<file path="src/rtl/stw_bist_if.sv">
// STW test-port bus between the BIST controller (master) and the systolic array (slave).
interface stw_bist_if #(
  parameter int ROWS      = 4,
  parameter int COLS      = 4,
  parameter int WORD_SIZE = 16
);
  logic [WORD_SIZE-1:0] STW_mult_op1;
  logic [WORD_SIZE-1:0] STW_mult_op2;
  logic [WORD_SIZE-1:0] STW_add_op;
  logic [WORD_SIZE-1:0] STW_expected;
  logic                 STW_test_load_en;
  logic                 STW_start;
  logic                 STW_complete_in;
  logic [ROWS*COLS-1:0] STW_result_in;

  modport master (
    output STW_mult_op1, STW_mult_op2, STW_add_op, STW_expected,
    output STW_test_load_en, STW_start,
    input  STW_complete_in, STW_result_in
  );

  modport slave (
    input  STW_mult_op1, STW_mult_op2, STW_add_op, STW_expected,
    input  STW_test_load_en, STW_start,
    output STW_complete_in, STW_result_in
  );
endinterface

</file>
<file path="src/rtl/stw_bist_controller.sv">
// Self-test sequencer for the systolic array STW port: plays a fixed 4-vector table
// and accumulates a sticky per-PE fault map for the repair logic.
module stw_bist_controller #(
  parameter int ROWS      = 4,
  parameter int COLS      = 4,
  parameter int WORD_SIZE = 16,
  parameter int TIMEOUT   = 64
) (
  input  logic                              clk,
  input  logic                              rst,
  input  logic                              bist_start,
  output logic                              bist_busy,
  output logic                              bist_done,
  output logic                              test_mode,
  stw_bist_if.master                        stw,
  output logic [ROWS*COLS-1:0]              fault_map,
  output logic [$clog2(ROWS*COLS+1)-1:0]    fault_count,
  output logic                              any_fault,
  output logic                              timeout_err
);
  localparam int PE = ROWS * COLS;
  localparam int CW = $clog2(PE + 1);
  localparam int TW = $clog2(TIMEOUT);

  localparam logic [TW-1:0]          TIMER_LAST = TW'(TIMEOUT - 1);
  localparam logic [2*WORD_SIZE-1:0] PAT_WIDE   = {WORD_SIZE{2'b01}};
  localparam logic [WORD_SIZE-1:0]   PAT_A      = PAT_WIDE[WORD_SIZE-1:0];
  localparam logic [WORD_SIZE-1:0]   PAT_B      = ~PAT_A;
  localparam logic [WORD_SIZE-1:0]   W_ONES     = '1;
  localparam logic [WORD_SIZE-1:0]   W_ONE      = WORD_SIZE'(1);

  typedef enum logic [2:0] {S_IDLE, S_LOAD, S_START, S_WAIT, S_DONE} state_t;

  state_t         state_reg, state_next;
  logic [1:0]     idx_reg;
  logic [TW-1:0]  timer_reg;
  logic           armed_reg;
  logic [PE-1:0]  fault_map_reg, fault_map_next;
  logic [CW-1:0]  fault_count_reg;
  logic           timeout_err_reg;
  logic           completion;
  logic           timer_expired;
  logic [CW-1:0]  pop_acc [PE+1];

  // A complete still high from the previous vector is ignored until it has dropped once.
  assign completion    = (state_reg == S_WAIT) && armed_reg && stw.STW_complete_in;
  assign timer_expired = (state_reg == S_WAIT) && (timer_reg == TIMER_LAST);

  always_ff @(posedge clk) begin
    if (rst) state_reg <= S_IDLE;
    else     state_reg <= state_next;
  end

  always_comb begin
    state_next = state_reg;
    case (state_reg)
      S_IDLE:  if (bist_start) state_next = S_LOAD;
      S_LOAD:  state_next = S_START;
      S_START: state_next = S_WAIT;
      S_WAIT: begin
        if (completion)         state_next = (idx_reg == 2'd3) ? S_DONE : S_LOAD;
        else if (timer_expired) state_next = S_DONE;
      end
      S_DONE:  state_next = S_IDLE;
      default: state_next = S_IDLE;
    endcase
  end

  always_comb begin
    stw.STW_mult_op1     = '0;
    stw.STW_mult_op2     = '0;
    stw.STW_add_op       = '0;
    stw.STW_expected     = '0;
    stw.STW_test_load_en = (state_reg == S_LOAD);
    stw.STW_start        = (state_reg == S_START);
    bist_busy            = (state_reg != S_IDLE);
    test_mode            = (state_reg != S_IDLE);
    bist_done            = (state_reg == S_DONE);
    if (state_reg == S_LOAD || state_reg == S_START || state_reg == S_WAIT) begin
      case (idx_reg)
        2'd1: begin
          stw.STW_mult_op1 = W_ONES;
          stw.STW_mult_op2 = W_ONES;
          stw.STW_expected = W_ONE;
        end
        2'd2: begin
          stw.STW_mult_op1 = PAT_A;
          stw.STW_mult_op2 = W_ONE;
          stw.STW_add_op   = PAT_B;
          stw.STW_expected = W_ONES;
        end
        2'd3: begin
          stw.STW_mult_op1 = W_ONE;
          stw.STW_mult_op2 = W_ONE;
          stw.STW_add_op   = W_ONES;
        end
        default: ;
      endcase
    end
  end

  // Completion beats a simultaneous timeout.
  always_comb begin
    fault_map_next = fault_map_reg;
    case (state_reg)
      S_IDLE: if (bist_start) fault_map_next = '0;
      S_WAIT: begin
        if (completion)         fault_map_next = fault_map_reg | stw.STW_result_in;
        else if (timer_expired) fault_map_next = '1;
      end
      default: ;
    endcase
  end

  assign pop_acc[0] = '0;
  for (genvar gi = 0; gi < PE; gi++) begin : g_pop
    assign pop_acc[gi+1] = pop_acc[gi] + CW'(fault_map_next[gi]);
  end

  always_ff @(posedge clk) begin
    if (rst) begin
      idx_reg         <= '0;
      timer_reg       <= '0;
      armed_reg       <= 1'b0;
      fault_map_reg   <= '0;
      fault_count_reg <= '0;
      timeout_err_reg <= 1'b0;
    end else begin
      fault_map_reg <= fault_map_next;
      case (state_reg)
        S_IDLE: begin
          if (bist_start) begin
            idx_reg         <= '0;
            fault_count_reg <= '0;
            timeout_err_reg <= 1'b0;
          end
        end
        S_START: begin
          timer_reg <= '0;
          armed_reg <= 1'b0;
        end
        S_WAIT: begin
          timer_reg <= timer_reg + 1'b1;
          if (!stw.STW_complete_in) armed_reg <= 1'b1;
          if (completion) begin
            if (idx_reg != 2'd3) idx_reg <= idx_reg + 2'd1;
          end else if (timer_expired) begin
            timeout_err_reg <= 1'b1;
          end
          // Count is latched on entry to DONE so it is already valid alongside bist_done.
          if (state_next == S_DONE) fault_count_reg <= pop_acc[PE];
        end
        default: ;
      endcase
    end
  end

  assign fault_map   = fault_map_reg;
  assign fault_count = fault_count_reg;
  assign any_fault   = |fault_map_reg;
  assign timeout_err = timeout_err_reg;
endmodule

</file>
<file path="src/flat_wrapper.sv">
// flat-port wrapper written by rule: the top's interface ports become plain ports
module stw_bist_controller_flat 
#(
  parameter int ROWS      = 4,
  parameter int COLS      = 4,
  parameter int WORD_SIZE = 16,
  parameter int TIMEOUT   = 64
)
  (clk, rst, bist_start, bist_busy, bist_done, test_mode, fault_map, fault_count, any_fault, timeout_err, stw_STW_mult_op1, stw_STW_mult_op2, stw_STW_add_op, stw_STW_expected, stw_STW_test_load_en, stw_STW_start, stw_STW_complete_in, stw_STW_result_in);
  stw_bist_if #(.ROWS(ROWS), .COLS(COLS), .WORD_SIZE(WORD_SIZE)) stw_i ();
  input  logic clk;
  input  logic rst;
  input  logic bist_start;
  output logic bist_busy;
  output logic bist_done;
  output logic test_mode;
  output logic [ROWS*COLS-1:0] fault_map;
  output logic [$clog2(ROWS*COLS+1)-1:0] fault_count;
  output logic any_fault;
  output logic timeout_err;
  output wire logic [$bits(stw_i.STW_mult_op1)-1:0] stw_STW_mult_op1;
  output wire logic [$bits(stw_i.STW_mult_op2)-1:0] stw_STW_mult_op2;
  output wire logic [$bits(stw_i.STW_add_op)-1:0] stw_STW_add_op;
  output wire logic [$bits(stw_i.STW_expected)-1:0] stw_STW_expected;
  output wire logic [$bits(stw_i.STW_test_load_en)-1:0] stw_STW_test_load_en;
  output wire logic [$bits(stw_i.STW_start)-1:0] stw_STW_start;
  input wire logic [$bits(stw_i.STW_complete_in)-1:0] stw_STW_complete_in;
  input wire logic [$bits(stw_i.STW_result_in)-1:0] stw_STW_result_in;
  assign stw_STW_mult_op1 = stw_i.STW_mult_op1;
  assign stw_STW_mult_op2 = stw_i.STW_mult_op2;
  assign stw_STW_add_op = stw_i.STW_add_op;
  assign stw_STW_expected = stw_i.STW_expected;
  assign stw_STW_test_load_en = stw_i.STW_test_load_en;
  assign stw_STW_start = stw_i.STW_start;
  assign stw_i.STW_complete_in = stw_STW_complete_in;
  assign stw_i.STW_result_in = stw_STW_result_in;
  stw_bist_controller #(.ROWS(ROWS), .COLS(COLS), .WORD_SIZE(WORD_SIZE), .TIMEOUT(TIMEOUT)) u_core (.clk(clk), .rst(rst), .bist_start(bist_start), .bist_busy(bist_busy), .bist_done(bist_done), .test_mode(test_mode), .stw(stw_i), .fault_map(fault_map), .fault_count(fault_count), .any_fault(any_fault), .timeout_err(timeout_err));
endmodule
</file>
<file path="config.mk">
export PLATFORM = sky130hd
export DESIGN_NAME = stw_bist_controller_flat
export DESIGN_NICKNAME = d
export VERILOG_FILES = /design/src/rtl/stw_bist_if.sv /design/src/rtl/stw_bist_controller.sv /design/src/flat_wrapper.sv
export SDC_FILE = /design/constraint.sdc
export NUM_CORES = 1
export LEC_CHECK = 0
export BUFFER_PORTS_ARGS = -buffer_cell sky130_fd_sc_hd__buf_2
export CORE_MARGIN = 1.5
export CORE_UTILIZATION = 53
export CTS_BUF_LIST = sky130_fd_sc_hd__clkbuf_8
export CTS_CLUSTER_DIAMETER = 40
export DETAILED_ROUTE_END_ITERATION = 16
export GPL_TIMING_DRIVEN = 0
export PLACE_DENSITY = 0.89
export RECOVER_POWER = 50
export SYNTH_ARGS = -nofsm -noshare
export SYNTH_HDL_FRONTEND = slang
export SYNTH_SLANG_ARGS = --single-unit
</file>
<file path="constraint.sdc">
create_clock -name clk -period 12.3 [get_ports clk]
set_clock_uncertainty 0.1 [all_clocks]
set_input_delay 1.845 -clock clk [delete_from_list [all_inputs] [get_ports clk]]
set_output_delay 1.845 -clock clk [all_outputs]
set_load 0.05 [all_outputs]
</file>
==> results of run 1 <==
-- synth_stat cells (all sizes together), types with 4 or more instances --
library cell / n / area (um2)
ha: 10 / 125
nand3: 11 / 67.6
buf: 66 / 503
dfxtp: 34 / 681
a21oi: 29 / 145
and2: 13 / 81.3
fa: 10 / 200
nand2: 29 / 109
clkbuf: 5 / 18.8
nor2: 14 / 52.6
inv: 16 / 60.1
o211ai: 4 / 30.0
nor3: 4 / 20.0
mux2i: 16 / 160
nor4: 4 / 25.0
-- layer usage --
metal | GRT usage, % | wire (um) | vias up
met5 | 0 | 0 | -
met1 | 28.7 | 2640 | 1067
met3 | 4.44 | 377 | 11
met4 | 10.3 | 124 | 0
li1 | - | - | 1184
met2 | 38.3 | 2930 | 90
-- worst register-to-register path, cell delays in order (launching register included) --
cell and delay (ns):
dfxtp_1 0.34, ha_1 0.23, and3_1 0.23, and3_1 0.21
buf_6 0.14, buf_6 0.14, mux2i_1 0.18, nand2_1 0.10
ha_1 0.29, inv_1 0.05, fa_1 0.48, inv_1 0.05
fa_1 0.50, inv_1 0.06, fa_1 0.54, inv_1 0.05
fa_1 0.46, fa_1 0.43, fa_1 0.42, a21oi_1 0.18
nor2_1 0.05, o211ai_1 0.09, a21oi_1 0.09
-- cell families after synthesis --
| family | share of synthesized area [%] |
|---|---|
| buffers and inverters | 22.8 |
| multiplexers | 6.27 |
| adder cells (fa/ha/maj) | 12.7 |
| flip-flops | 26.6 |
| AND/OR/NAND/NOR | 20.3 |
| XOR/XNOR | 0.343 |
| AO/OA/AOI/OAI | 11.0 |
-- power by group through the flow --
stage	Clock, W	Combinational, W	Sequential, W
6_report	0.0000765	0.0000294	0.000113
5_1_grt	0.0000836	0.0000316	0.000113
4_1_cts	0.0000782	0.0000300	0.000112
3_5_place_dp	0	0.0000299	0.000115
3_3_place_gp	0	0.0000296	0.000115
2_1_floorplan	0	0.0000206	0.000115
-- through the flow --
| step | worst slack, ns | hold WS (ns) | instances | instance area (um2) | total power [W] |
|---|---|---|---|---|---|
| 6_report | 5.64 | 0.369 | 471 | 3200 | 0.000218 |
| 5_1_grt | 5.32 | 0.395 | 471 | 3200 | 0.000228 |
| 4_1_cts | 5.64 | 0.369 | 471 | 3250 | 0.000221 |
| 3_5_place_dp | 5.36 | 0.357 | 464 | 3170 | 0.000145 |
| 3_3_place_gp | 5.47 | 0.351 | 464 | 3170 | 0.000145 |
| 2_1_floorplan | 5.85 | 0.340 | 300 | 2550 | 0.000136 |
-- cell usage in the layout (no fill, tap or decap), types with 3 or more instances in the layout --
master	n
clkbuf_8	5
ha_1	10
buf_6	4
clkbuf_1	41
fa_1	10
nand2b_1	3
nand2_1	29
nand3_1	10
and2_1	12
nor3_1	4
nor2_1	14
o211ai_1	4
buf_2	77
inv_1	18
nor4_1	4
dfxtp_1	34
a21oi_1	29
buf_4	59
mux2i_1	16
-- worst paths after layout --
check,endpoint,depth (start not counted)
max reg2reg,u_core.fault_count[4],22
max,u_core.fault_count[4],20
min,u_core.fault_count[1],2
min reg2reg,u_core.fault_count[1],2
-- final cells by class --
cell class | instances | share of cell area [%]
Tap cell | 54 | 2.11
Inverter | 16 | 1.87
Clock buffer | 5 | 2.15
Sequential cell | 34 | 21.2
Multi-Input combinational cell | 179 | 40.3
Buffer | 71 | 16.2
Timing Repair Buffer | 110 | 15.9
Clock inverter | 2 | 0.234
==> results.json, run 1 <==
{
  "ys_ff_latch": 34,
  "synth_edf_count": 0,
  "hold_buffers": 0,
  "status": "finished clean",
  "rrSetupSlack_ns": 6.75,
  "reg2reg_from": "u_core.timer_reg[0]",
  "num_rows": 25,
  "crit_fanout": 10,
  "clk_pin_slew_ns": 0.06,
  "syn_inst": 300,
  "p_sw_w": 0.0000616,
  "synth.distinct_cells": 43,
  "cts_made_buffers": 5,
  "die_w_um": 72.4,
  "antenna_cells": 0,
  "utilization_pct": 68.3,
  "ir_drop_mv": 0.0802,
  "drc": 0,
  "period_minus_slack_ns": 6.66,
  "report.final.setup_viol": 0,
  "clockPowerShare_pct": 35.0,
  "vias": 2352,
  "cts_tree": "built",
  "place.gp.congestion": 0.861,
  "grt_overflow": 0,
  "area.sequential_um2": 681,
  "seq_power_share_pct": 51.5,
  "multi_input_area_um2": 1290,
  "yosysSeqAreaShare_pct": 26.6,
  "max_freq_mhz": 150,
  "viasPerCell": 4.99,
  "maxCapViolCount": 0,
  "nFillCells": 409,
  "hp-start": "u_core.fault_count[1]",
  "slew_headroom_pct": 54.3,
  "grt_pass1_vias": 1973,
  "cp.required_ns": 12.34,
  "h-tree-depth": 2,
  "drive_gt1_share_pct": 36.5,
  "io_buffers": 110,
  "cts_setup_buffers": 0,
  "power.density_nw_per_um2": 68.2,
  "comb_power_share_pct": 13.4,
  "first_pass_iters": 4,
  "crit_top_cell": "fa_1",
  "cts_buffer_depth": 2,
  "synth-main-ff-cell": "dfxtp_1",
  "cp_num_buf_inv": 6,
  "crit_chain": "buf_2 > or4b_1 > clkbuf_1 > nand2_1 > nand2_1 > ha_1 > inv_1 > fa_1 > inv_1 > fa_1 > inv_1 > fa_1 > inv_1 > fa_1 > fa_1 > fa_1 > a21oi_1 > nor2_1 > o211ai_1 > a21oi_1",
  "cts_root_buf": "clkbuf_8",
  "crit_type": "input port to register",
  "async_flop_share_pct": 0,
  "finalNetCount": 457,
  "clock_latency_ns": 0.29,
  "slowest_delay_ns": 0.54,
  "cts_sinks": 34,
  "finalCritPeriodShare_pct": 54.1,
  "synth_area_per_cell_um2": 8.52,
  "antenna_found_initial": 0,
  "worstSetupStartpointType": "input port",
  "arrival_ns": 6.70,
  "intPower_w": 0.000157,
  "swShare_pct": 28.2,
  "grt_max_degree": 24,
  "largest_reg_flops": 16,
  "worstMarginPinSlew_ns": 0.686,
  "ant_nets": 0,
  "dieArea_um2": 5250,
  "end_kind": "register",
  "cts_resized": 0,
  "dr.first_iter.drc_count": 77,
  "core_area_um2": 4690,
  "totalWireLength_mm": 6.07,
  "startpoint": "bist_start",
  "grt_usage_pct": 22.9,
  "die_y_um": 72.4,
  "syn_area_um2": 2550,
  "wl_per_cell_um": 12.9,
  "cp_slowest_cell": "fa_1",
  "path_delay_family": "adder cells",
  "hold_class": "register to register",
  "grt_pass1_wl_mm": 9.23,
  "area_growth_pct": 25.4,
  "fin_setup_tns_ns": 0,
  "ys_warn_count": 0,
  "synth_nets": 340,
  "finalHoldViolations": 0,
  "ios": 112,
  "power.leakage_nw": 1.85,
  "slew_violations": 0,
  "hpwl_mm": 4.68,
  "rsz0062_at_grt": "false",
  "initial_core_util_pct": 54.5
}
No activity file was read; power rests on OpenSTA's default activity.
==> run 2, diff against run 1 <==
CORE_UTILIZATION = 49   (was 53)
PLACE_DENSITY = 0.83   (was 0.89)
clock period = 6.95 ns   (was 12.3 ns; I/O delays follow)
==> run 2 against run 1 <==
Compared with the run above: clock power rose by 93%; cell area rose by 0.98%; core utilization fell by 4.5 points; global-route usage fell by 3.1 points; highest routed layer unchanged; count of clock-buffer cells in the layout rose by 1; routed wire length fell by 2.7%; via count fell by 2.0%.
==> results.json, run 2 (synthesis results as in run 1) <==
{
  "max_freq_mhz": 174,
  "cts_sinks": 34,
  "hold_class": "register to register",
  "die_y_um": 75.2,
  "rrSetupSlack_ns": 1.52,
  "vias": 2306,
  "layout_common_cells": "79 x buf_2, 59 x buf_4, 39 x clkbuf_1",
  "crit_fanout": 10,
  "top_usage_layer": "met2",
  "cts_made_buffers": 5,
  "use_met2_pct": 35.0,
  "num_rows": 26,
  "grt_pass1_wl_mm": 8.54,
  "arrival_ns": 5.80,
  "nFillCells": 457,
  "dr.first_iter.drc_count": 61,
  "rsz0062_at_grt": "false",
  "path_delay_family": "adder cells",
  "crit_chain": "buf_2 > or4b_1 > clkbuf_1 > nand2_1 > nand2_1 > ha_1 > inv_1 > fa_1 > inv_1 > fa_1 > inv_1 > fa_1 > inv_1 > fa_1 > fa_1 > fa_1 > a21oi_1 > nor2_1 > o211ai_1 > a21oi_1",
  "crit_type": "input port to register",
  "core_area_um2": 5070,
  "drive_gt1_share_pct": 37.1,
  "hold_buffers": 0,
  "first_pass_iters": 4,
  "largest_reg_flops": 16,
  "cts_setup_buffers": 0,
  "clock_latency_ns": 0.28,
  "grt_max_degree": 24,
  "antenna_cells": 0,
  "reg2reg_from": "u_core.timer_reg[0]",
  "hold_depth": 2,
  "totalWireLength_mm": 5.91,
  "fin_area_um2": 3240,
  "cp_num_buf_inv": 6,
  "die_w_um": 75.2,
  "power.density_nw_per_um2": 123,
  "wl_per_cell_um": 12.1,
  "cts_buffer_depth": 2,
  "hold_end": "u_core.timer_reg[1]",
  "grt_usage_pct": 19.8,
  "status": "finished clean",
  "end_kind": "register",
  "report.final.setup_viol": 0,
  "cts_tree": "built",
  "finalHoldViolations": 0,
  "slew_headroom_pct": 54.9,
  "use_met3_pct": 3.61,
  "initial_core_util_pct": 50.3,
  "ant_nets": 0,
  "grt_util_met1_pct": 25.0,
  "fin_setup_tns_ns": 0,
  "antenna_found_initial": 0,
  "clk_pin_slew_ns": 0.07,
  "worstMarginPinSlew_ns": 0.676,
  "grt_pass1_vias": 1882,
  "ir_drop_mv": 0.150,
  "finalNetCount": 457,
  "ios": 112,
  "finalCritPeriodShare_pct": 82.8,
  "ff2ff_path_depth": 22,
  "r2r_end": "u_core.fault_count[4]",
  "slowest_delay_ns": 0.52,
  "hpwl_mm": 4.69,
  "maxCapViolCount": 0,
  "hp-start": "u_core.timer_reg[1]",
  "cp.required_ns": 6.99,
  "drc": 0,
  "cts_root_buf": "clkbuf_8",
  "slew_violations": 0,
  "worstSetupStartpointType": "input port",
  "period_minus_slack_ns": 5.75,
  "power.leakage_nw": 1.86,
  "area_growth_pct": 26.6,
  "cts_resized": 0,
  "crit_top_cell": "fa_1",
  "viasPerCell": 4.73,
  "grt_overflow": 0,
  "h-tree-depth": 2,
  "io_buffers": 110,
  "final_common_cell": "buf_2",
  "dpl_cell_area_um2": 3190,
  "cp_slowest_cell": "or4b_1",
  "dieArea_um2": 5660,
  "place.gp.congestion": 0.778
}
## run 2: area by class of cell
class | count | area, um2 | area share [%]
Buffer | 71 | 519 | 16.0
Clock buffer | 6 | 82.6 | 2.55
Clock inverter | 2 | 8.76 | 0.271
Inverter | 16 | 60.1 | 1.86
Multi-Input combinational cell | 179 | 1290 | 39.8
Sequential cell | 34 | 681 | 21.0
Tap cell | 70 | 87.6 | 2.71
Timing Repair Buffer | 110 | 510 | 15.8
## run 2: worst max path at each step
stage	start	slack (ns)	depth (start not counted)	to
CTS	bist_start	1.20	20	u_core.fault_count[4]
finish	bist_start	1.20	20	u_core.fault_count[4]
floorplan	bist_start	1.30	19	u_core.fault_count[4]
global route	bist_start	0.94	20	u_core.fault_count[4]
detailed placement	bist_start	0.93	20	u_core.fault_count[4]
global placement	bist_start	0.93	20	u_core.fault_count[4]
## run 2: stage by stage
stage / utilization [%] / total power (W) / hold WS, ns / setup WS, ns / std cells
after floorplan: - / 0.000240 / 0.340 / 1.30 / 300
after global placement: 62.9 / 0.000256 / 0.351 / 0.927 / 480
after detailed placement: 62.9 / 0.000257 / 0.360 / 0.932 / 480
after CTS: 64.7 / 0.000404 / 0.376 / 1.20 / 488
after global routing: 63.8 / 0.000417 / 0.407 / 0.938 / 488
final: 63.8 / 0.000399 / 0.376 / 1.20 / 488
## run 2: layer usage
metal	vias to the layer above	share of wire, %
li1	1177	-
met3	4	7.5
met2	106	50
met4	0	0.61
met1	1019	42
met5	-	0
## run 2: worst reg2reg max path, cell delays in order (launching register included)
cell and delay, ns:
dfxtp_1 0.34, ha_1 0.23, and3_1 0.23, and3_1 0.20
buf_6 0.14, buf_6 0.14, mux2i_1 0.18, nand2_1 0.09
ha_1 0.28, inv_1 0.05, fa_1 0.47, inv_1 0.05
fa_1 0.50, inv_1 0.05, fa_1 0.52, inv_1 0.05
fa_1 0.45, fa_1 0.41, fa_1 0.41, a21oi_1 0.16
nor2_1 0.05, o211ai_1 0.10, a21oi_1 0.09
## run 2: report_power, final
group          internal, W  switching [W]
clock network    0.0000784      0.0000694
registers         0.000197     0.00000242
logic            0.0000147      0.0000376
==> run 3, diff against run 2 <==
clock period = 5.5 ns   (was 6.95 ns; I/O delays follow)
==> run 3 against run 2 <==
Compared with the run above: routed wire length up 2.7%; flip-flop and latch count unchanged; via count is 1.3% higher; core utilization grew 1.3 points; sequential power increased by 27%; sequential share of layout area is 0.35 points lower; count of clock-buffer cells in the layout unchanged; setup slack got worse by 1.0 ns; critical path type unchanged.
==> results.json, run 3 (synthesis results as in run 1) <==
{
  "viasPerCell": 4.77,
  "die_w_um": 75.2,
  "grt_overflow": 0,
  "maxCapViolCount": 0,
  "die_y_um": 75.2,
  "rrSetupSlack_ns": 0.27,
  "dr.first_iter.drc_count": 73,
  "cts_tree": "built",
  "totalWireLength_mm": 6.07,
  "crit_type": "input port to register",
  "antenna_found_initial": 0,
  "status": "finished clean",
  "final_common_cell": "buf_2",
  "grt_pass1_vias": 1879,
  "cts_root_buf": "clkbuf_8",
  "worstMarginPinSlew_ns": 0.676,
  "largest_reg_flops": 16,
  "grt_usage_pct": 19.8,
  "ios": 112,
  "finalNetCount": 459,
  "first_pass_iters": 4,
  "num_rows": 26,
  "ant_nets": 0,
  "period_minus_slack_ns": 5.30,
  "core_area_um2": 5070,
  "slew_headroom_pct": 54.9,
  "drc": 0,
  "power.density_nw_per_um2": 154,
  "arrival_ns": 5.34,
  "report.final.setup_viol": 0,
  "crit_fanout": 13,
  "cts_buffer_depth": 2,
  "crit_chain": "buf_2 > or4b_4 > nand2_1 > nand2_1 > ha_1 > inv_1 > fa_1 > inv_1 > fa_1 > inv_1 > fa_1 > inv_1 > fa_1 > fa_2 > fa_2 > a21oi_2 > nor2_1 > o211ai_1 > a21oi_1",
  "cp.depth": 19,
  "area_growth_pct": 29.3,
  "cp.required_ns": 5.54,
  "hpwl_mm": 4.69,
  "finalCritPeriodShare_pct": 96.4,
  "power.leakage_nw": 1.87,
  "nFillCells": 455,
  "cp_num_buf_inv": 5,
  "grt_max_degree": 24,
  "slew_violations": 0,
  "path_delay_family": "adder cells",
  "hold_ws_ns": 0.380,
  "reg2reg_from": "u_core.state_reg[2]",
  "cts_sinks": 34,
  "drive_gt1_share_pct": 39.5,
  "cp_slowest_cell": "or4b_4",
  "place.gp.congestion": 0.778,
  "dpl_cell_area_um2": 3190,
  "h-tree-depth": 2,
  "antenna_cells": 0,
  "slowest_delay_ns": 0.56,
  "end_kind": "register",
  "layout_common_cells": "80 x buf_2, 61 x buf_4, 38 x clkbuf_1",
  "ir_drop_mv": 0.190,
  "fin_area_um2": 3300,
  "hold_class": "register to register",
  "utilization_pct": 65.1,
  "finalHoldViolations": 0,
  "wl_per_cell_um": 12.4,
  "clock_latency_ns": 0.28,
  "startpoint": "bist_start",
  "io_buffers": 110,
  "ff2ff_path_depth": 22,
  "worstSetupStartpointType": "input port",
  "hold_buffers": 0,
  "max_freq_mhz": 189,
  "crit_end": "u_core.fault_count[4]",
  "vias": 2336,
  "cts_made_buffers": 5,
  "r2r_end": "u_core.fault_count[4]",
  "grt_pass1_wl_mm": 8.53,
  "clk_pin_slew_ns": 0.07,
  "dieArea_um2": 5660,
  "initial_core_util_pct": 50.3
}
[run 3: cell count changes in the layout (fill, tap and decap cells not counted), sizes merged]
cell,previous run,this run
clkbuf,45,44
buf,142,145
[run 3: layout make-up]
type	instances	area, um2	area share, %
timing repair buffer	114	537	16.2
tap	70	87.6	2.65
buffer	69	518	15.7
sequential	34	683	20.7
inverter	16	60.1	1.82
clock buffer	6	82.6	2.50
multi-input combinational	179	1330	40.2
clock inverter	2	8.76	0.265
[run 3: metrics by stage]
stage	total power (W)	setup WS, ns	setup TNS, ns	cells
final	0.000508	0.200	0	490
after global placement	0.000324	-0.306	-0.795	480
after detailed placement	0.000324	-0.301	-0.838	480
after CTS	0.000511	0.0292	0	487
after global routing	0.000530	-0.0138	-0.0138	490
after floorplan	0.000303	0.0660	0	300
[run 3: where the power goes]
group | internal (W) | switching (W) | leakage [nW]
registers | 0.000249 | 0.00000324 | 0.275
clock network | 0.0000991 | 0.0000888 | 0.0524
logic | 0.0000203 | 0.0000480 | 1.54
total | 0.000368 | 0.000140 | 1.87
[run 3: timing repair]
item | 4_1_cts | 5_1_grt
resized for setup | 0 | 17
pin swaps | 0 | 7
buffers inserted | 0 | 4
endpoints found under the setup margin | 1 | 4
[run 3: how the worst min path moves through the flow]
stage                            end                  start  depth (start not counted)
3_3_place_gp   u_core.fault_count[3]  u_core.fault_count[3]                          2
2_1_floorplan    u_core.timer_reg[5]    u_core.timer_reg[5]                          1
6_report       u_core.fault_count[3]  u_core.fault_count[3]                          2
5_1_grt          u_core.timer_reg[5]    u_core.timer_reg[5]                          1
4_1_cts          u_core.timer_reg[1]    u_core.timer_reg[1]                          2
3_5_place_dp   u_core.fault_count[4]  u_core.fault_count[4]                          2
[run 3: routing by layer]
metal / part of all wire (%) / vias up / track usage, %
met5: 0 / - / 0
met4: 0.73 / 0 / 4.96
met3: 7.3 / 4 / 3.61
met2: 50 / 94 / 34.9
met1: 42 / 1054 / 25.0
li1: - / 1184 / -
[run 3: worst register-to-register path, cell delays in order, from the launching register on]
cell,delay (ns)
dfxtp_1,0.32
buf_6,0.11
and3b_1,0.18
buf_6,0.14
nand3_4,0.10
buf_12,0.15
mux2i_4,0.24
nand2_1,0.08
ha_1,0.29
inv_1,0.05
fa_1,0.47
inv_1,0.05
fa_1,0.51
inv_1,0.06
fa_1,0.53
inv_1,0.05
fa_1,0.49
fa_2,0.40
fa_2,0.42
a21oi_2,0.12
nor2_1,0.04
o211ai_1,0.11
a21oi_1,0.09
